File: src/rtl/stb_event_rx.sv
// Turns rising edges of a synchronized strobe level into queued events drained over valid/ready.
// Also flags a strobe held high too long and edges lost to a saturated pending counter.
module stb_event_rx #(
  parameter int CNT_WIDTH    = 4,
  parameter int HIGH_TIMEOUT = 64
) (
  input  logic                 clk_i,
  input  logic                 rst_n_i,
  input  logic                 stb_i,
  output logic                 evt_valid_o,
  input  logic                 evt_ready_i,
  output logic                 evt_pulse_o,
  output logic [CNT_WIDTH-1:0] pending_o,
  output logic                 ovf_o,
  output logic                 stuck_o,
  input  logic                 flag_clr_i
);

  localparam int HCNT_W = $clog2(HIGH_TIMEOUT + 1);

  localparam logic [1:0] ST_ARM   = 2'd0;
  localparam logic [1:0] ST_LOW   = 2'd1;
  localparam logic [1:0] ST_HIGH  = 2'd2;
  localparam logic [1:0] ST_STUCK = 2'd3;

  localparam logic [CNT_WIDTH-1:0] PEND_MAX = '1;
  localparam logic [HCNT_W-1:0]    HCNT_TO  = HCNT_W'(HIGH_TIMEOUT);
  localparam logic [HCNT_W-1:0]    HCNT_ONE = HCNT_W'(1);

  logic [1:0]           state_q, state_d;
  logic [HCNT_W-1:0]    hcnt_q, hcnt_d, hcnt_inc;
  logic [CNT_WIDTH-1:0] pending_q, pending_d;
  logic                 pulse_q, pulse_d;
  logic                 ovf_q, ovf_d;
  logic                 stuck_q, stuck_d;
  logic                 rise, accept, ovf_set, stuck_set;

  assign hcnt_inc = hcnt_q + HCNT_ONE;

  // ARM waits for a low level so a strobe already high after reset is never counted.
  always_comb begin
    state_d   = state_q;
    hcnt_d    = hcnt_q;
    rise      = 1'b0;
    stuck_set = 1'b0;
    case (state_q)
      ST_ARM: begin
        if (!stb_i) state_d = ST_LOW;
      end
      ST_LOW: begin
        if (stb_i) begin
          state_d = ST_HIGH;
          hcnt_d  = HCNT_ONE;
          rise    = 1'b1;
        end
      end
      ST_HIGH: begin
        if (!stb_i) begin
          state_d = ST_LOW;
          hcnt_d  = '0;
        end else begin
          hcnt_d = hcnt_inc;
          if (hcnt_inc == HCNT_TO) begin
            state_d   = ST_STUCK;
            stuck_set = 1'b1;
          end
        end
      end
      ST_STUCK: begin
        if (!stb_i) begin
          state_d = ST_LOW;
          hcnt_d  = '0;
        end
      end
      default: begin
        state_d = ST_ARM;
        hcnt_d  = '0;
      end
    endcase
  end

  assign accept = evt_valid_o & evt_ready_i;

  // A simultaneous rise and accept cancel out; the counter saturates instead of wrapping.
  always_comb begin
    pending_d = pending_q;
    ovf_set   = 1'b0;
    case ({rise, accept})
      2'b10: begin
        if (pending_q == PEND_MAX) ovf_set = 1'b1;
        else pending_d = pending_q + 1'b1;
      end
      2'b01:   pending_d = pending_q - 1'b1;
      default: pending_d = pending_q;
    endcase
  end

  assign pulse_d = rise;
  assign ovf_d   = ovf_set | (ovf_q & ~flag_clr_i);
  assign stuck_d = stuck_set | (stuck_q & ~flag_clr_i);

  always_ff @(posedge clk_i) begin
    if (!rst_n_i) begin
      state_q   <= ST_ARM;
      hcnt_q    <= '0;
      pending_q <= '0;
      pulse_q   <= 1'b0;
      ovf_q     <= 1'b0;
      stuck_q   <= 1'b0;
    end else begin
      state_q   <= state_d;
      hcnt_q    <= hcnt_d;
      pending_q <= pending_d;
      pulse_q   <= pulse_d;
      ovf_q     <= ovf_d;
      stuck_q   <= stuck_d;
    end
  end

  assign evt_valid_o = (pending_q != '0);
  assign evt_pulse_o = pulse_q;
  assign pending_o   = pending_q;
  assign ovf_o       = ovf_q;
  assign stuck_o     = stuck_q;

endmodule

File: config.mk
export PLATFORM = sky130hd
export DESIGN_NAME = stb_event_rx
export DESIGN_NICKNAME = d
export VERILOG_FILES = /design/src/rtl/stb_event_rx.sv
export SDC_FILE = /design/constraint.sdc
export NUM_CORES = 1
export LEC_CHECK = 0
export BUFFER_PORTS_ARGS = -buffer_cell sky130_fd_sc_hd__buf_2
export CAP_MARGIN = 20
export CORE_MARGIN = 4
export CORE_UTILIZATION = 60
export CTS_BUF_LIST = sky130_fd_sc_hd__clkbuf_4
export CTS_CLUSTER_SIZE = 10
export DETAILED_ROUTE_END_ITERATION = 10
export MAX_ROUTING_LAYER = met4
export PLACE_DENSITY = 0.94
export SLEW_MARGIN = 30
export SYNTH_ARGS = -nofsm -noshare
export SYNTH_HDL_FRONTEND = slang
export SYNTH_SLANG_ARGS = --single-unit
File: constraint.sdc
create_clock -name clk_i -period 6.6 [get_ports clk_i]
set_input_delay 1.32 -clock clk_i [delete_from_list [all_inputs] [get_ports clk_i]]
set_output_delay 1.32 -clock clk_i [all_outputs]
set_load 0.01 [all_outputs]
==> impl_metrics.json <==
{
  "outcome": "finished clean",
  "clock_power_share": 0.122,
  "sequential_cell_area_um2": 320,
  "power.net_switching_w": 0.000183,
  "p_total_w": 0.000428,
  "postCtsSetupRepairBufs": 0,
  "synth_top_cell_area_share": 0.308,
  "clock_tree.root_cell": "clkbuf_4",
  "fp.dieArea_um2": 2470,
  "syn-num-nets": 135,
  "setup_violations": 0,
  "required_ns": 6.78,
  "power.ir.vdd_worst_uv": 221,
  "multiInputGateArea_um2": 644,
  "finish.cell_count_without_fillers": 149,
  "worst_r2r_startpoint": "pending_o[2]$_SDFFE_PN0P_",
  "synth_top_family_by_area": "simple AND/OR/NAND/NOR gates",
  "ys_dominant_reg_cell": "dfxtp_1",
  "io_buffers": 12,
  "cp_max_fanout": 11,
  "ys.warnings.count": 0,
  "hold_start": "hcnt_q[3]$_SDFFE_PN0P_",
  "cts_tree": "built",
  "die_w_um": 49.7,
  "seqPwrFrac": 0.346,
  "via_per_inst": 6.21,
  "post_cts_resize_count": 0,
  "syn_inst": 122,
  "timing.hold.worst.class": "flop to flop",
  "post_synth_xor_area_fraction": 0.0168,
  "top_cells_by_area_synth": "dfxtp_1, ha_1, nand3_1",
  "cts_htree_levels": 1,
  "worst_r2r_endpoint": "pending_o[3]$_SDFFE_PN0P_",
  "num_antenna_cells": 0,
  "postRouteWirelength_um": 2060,
  "arrival_ns": 2.99,
  "yosys-mux-area-fraction": 0.00962,
  "ant_nets": 0,
  "post_synth_fa_ha_maj_area_fraction": 0.103,
  "ctsLongestPathBuffers": 2,
  "period_needed_ns": 2.81,
  "synthMostInstantiatedCell": "dfxtp_1",
  "cts_hold_repair_buffers": 0,
  "min_delay_worst_endpoint": "hcnt_q[3]$_SDFFE_PN0P_",
  "area.growth.synth_to_final_pct": 5.41,
  "dr.pass1.iters": 4,
  "die_height_um": 49.7,
  "max-slew-margin-rel": 0.638,
  "io_pins": 13,
  "synth.yosys.seq_area_share": 0.308,
  "rows": 14,
  "worst_r2r_path_depth": 9,
  "grt_setup_unrepaired": "false",
  "globalRoute.totalOverflow": 0,
  "synth_top_cell_by_area": "dfxtp_1",
  "dp.final_hpwl_um": 1550,
  "critical_path_class": "input pin to flop",
  "netSwitchingFraction": 0.428,
  "number_of_global_route_vias_before_repair": 884,
  "grt_use_total": 0.191,
  "total_count_of_max_transition_violations_in_the_final_report": 0,
  "synthArstFlopShare": 0,
  "tightest_slew_ns": 0.541,
  "fp.coreArea_um2": 1580,
  "netlist-cell-type-count": 40,
  "clk_transition_reported_paths_ns": 0.09,
  "static_leakage_nw": 0.469,
  "synth-compound-area-share": 0.218,
  "worst_setup_path_end_kind": "flop",
  "syn_area_per_cell_um2": 8.53,
  "final_nets": 147,
  "tritoncts.num_buffers": 3,
  "grt_start_max_net_pins": 20,
  "layout.cell_area.non_filler_um2": 1100,
  "totalNegativeSetupSlack_ns": 0,
  "final.fill_count": 133,
  "worst_skew_pair_latency_ns": 0.28,
  "cts.sinks": 16,
  "power_per_cell_area_nw_per_um2": 390,
  "internal_power_w": 0.000245,
  "drt-initial-drc-count": 20,
  "reg2reg_slack_ns": 4.17,
  "combinationalPowerShare": 0.532,
  "hold-path-cell-count": 1,
  "dpl-instance-area_um2": 1070,
  "num_vias": 925,
  "synthTopCellsByCount": "dfxtp_1, nand2_1, nand3_1, o21ai_0",
  "drv.max_cap_violation_count": 0,
  "final_cycle_utilization_of_the_critical_path": 0.426,
  "skew_ns": 0.00112,
  "drive_gt1_frac": 0.158,
  "post_drt_wl_per_cell_um": 13.8,
  "synth-edff-count": 0,
  "post_synth_and_or_nand_nor_area_fraction": 0.272,
  "hold_viol_final": 0,
  "total_standard_cell_area_after_synthesis_um2": 1040,
  "timing.fmax_ghz": 0.355,
  "grt_first_pass_wirelength_um": 3710,
  "antenna_violations_before_repair": 0,
  "drt_drc_violations_left": 0,
  "timing.critical_path.from_type": "input pin",
  "initial_util": 0.660,
  "synth-seq-cells": 16,
  "globalplace.congestion": 0.866,
  "placed_cells": 145
}
[layer usage]
layer | wire length, um | vias up | global-route usage
met3 | 93 | 2 | 0.0301
met5 | 0 | - | -
met1 | 920 | 438 | 0.223
met2 | 1030 | 23 | 0.341
met4 | 7 | 0 | 0.0415
li1 | - | 462 | -
[layout make-up]
cell class / instances / share of cell area
clock buffer: 3 / 0.0205
clock inverter: 1 / 0.00342
multi-input combinational: 94 / 0.587
timing repair buffer: 12 / 0.0547
tap: 16 / 0.0182
sequential: 16 / 0.292
inverter: 7 / 0.0239
[how the worst max path moves through the flow]
stage,start,end,slack (ns)
after CTS,stb_i,pending_o[3]$_SDFFE_PN0P_,3.80
after global placement,stb_i,pending_o[3]$_SDFFE_PN0P_,3.61
after detailed placement,stb_i,pending_o[3]$_SDFFE_PN0P_,3.50
after global routing,stb_i,pending_o[3]$_SDFFE_PN0P_,3.64
after floorplan,stb_i,pending_o[3]$_SDFFE_PN0P_,3.75
final,stb_i,pending_o[3]$_SDFFE_PN0P_,3.79
[power groups by stage]
stage          Sequential [W]  Clock (W)  Combinational [W]
2_1_floorplan        0.000147          0           0.000180
3_3_place_gp         0.000146          0           0.000216
3_5_place_dp         0.000149          0           0.000225
4_1_cts              0.000147  0.0000553           0.000227
5_1_grt              0.000152  0.0000597           0.000255
6_report             0.000148  0.0000521           0.000228
[critical path, stage by stage]
cell	delay (ns)
buf_2	0.19
nand2_1	0.12
nand3_1	0.16
inv_1	0.08
ha_1	0.27
a21o_1	0.18
a21oi_1	0.18
mux2i_1	0.26
a21oi_1	0.09
nand2b_1	0.14
[sequential cells by signal (all words and copies together), names as in the netlist]
register,count
evt_pulse_o,1
ovf_o,1
state_q,2
stuck_o,1
pending_o,4
hcnt_q,7
[cells in the final DEF (no fill, tap or decap), types with 3 or more instances in the layout]
cell	n
o21ai_0	10
nand2b_1	3
buf_2	12
nor2b_1	4
a21oi_1	4
nand2_1	12
and2_1	3
dfxtp_1	16
clkbuf_4	3
nor2_1	5
ha_1	7
nand3_1	10
o211a_1	4
inv_1	7
nor3_1	3
[logic make-up after synthesis]
family,after synthesis
XOR/XNOR,2
multiplexers,1
buffers and inverters,12
flip-flops,16
AO/OA/AOI/OAI,31
AND/OR/NAND/NOR,52
adder cells (fa/ha/maj),8
[metrics by stage]
step,setup slack (ns),hold WS [ns],utilization
detailed placement,3.50,0.509,0.679
global placement,3.61,0.495,0.679
finish,3.79,0.542,0.696
floorplan,3.75,0.469,-
global route,3.64,0.579,0.696
CTS,3.80,0.541,0.696
(Power assumes the default switching activity.)
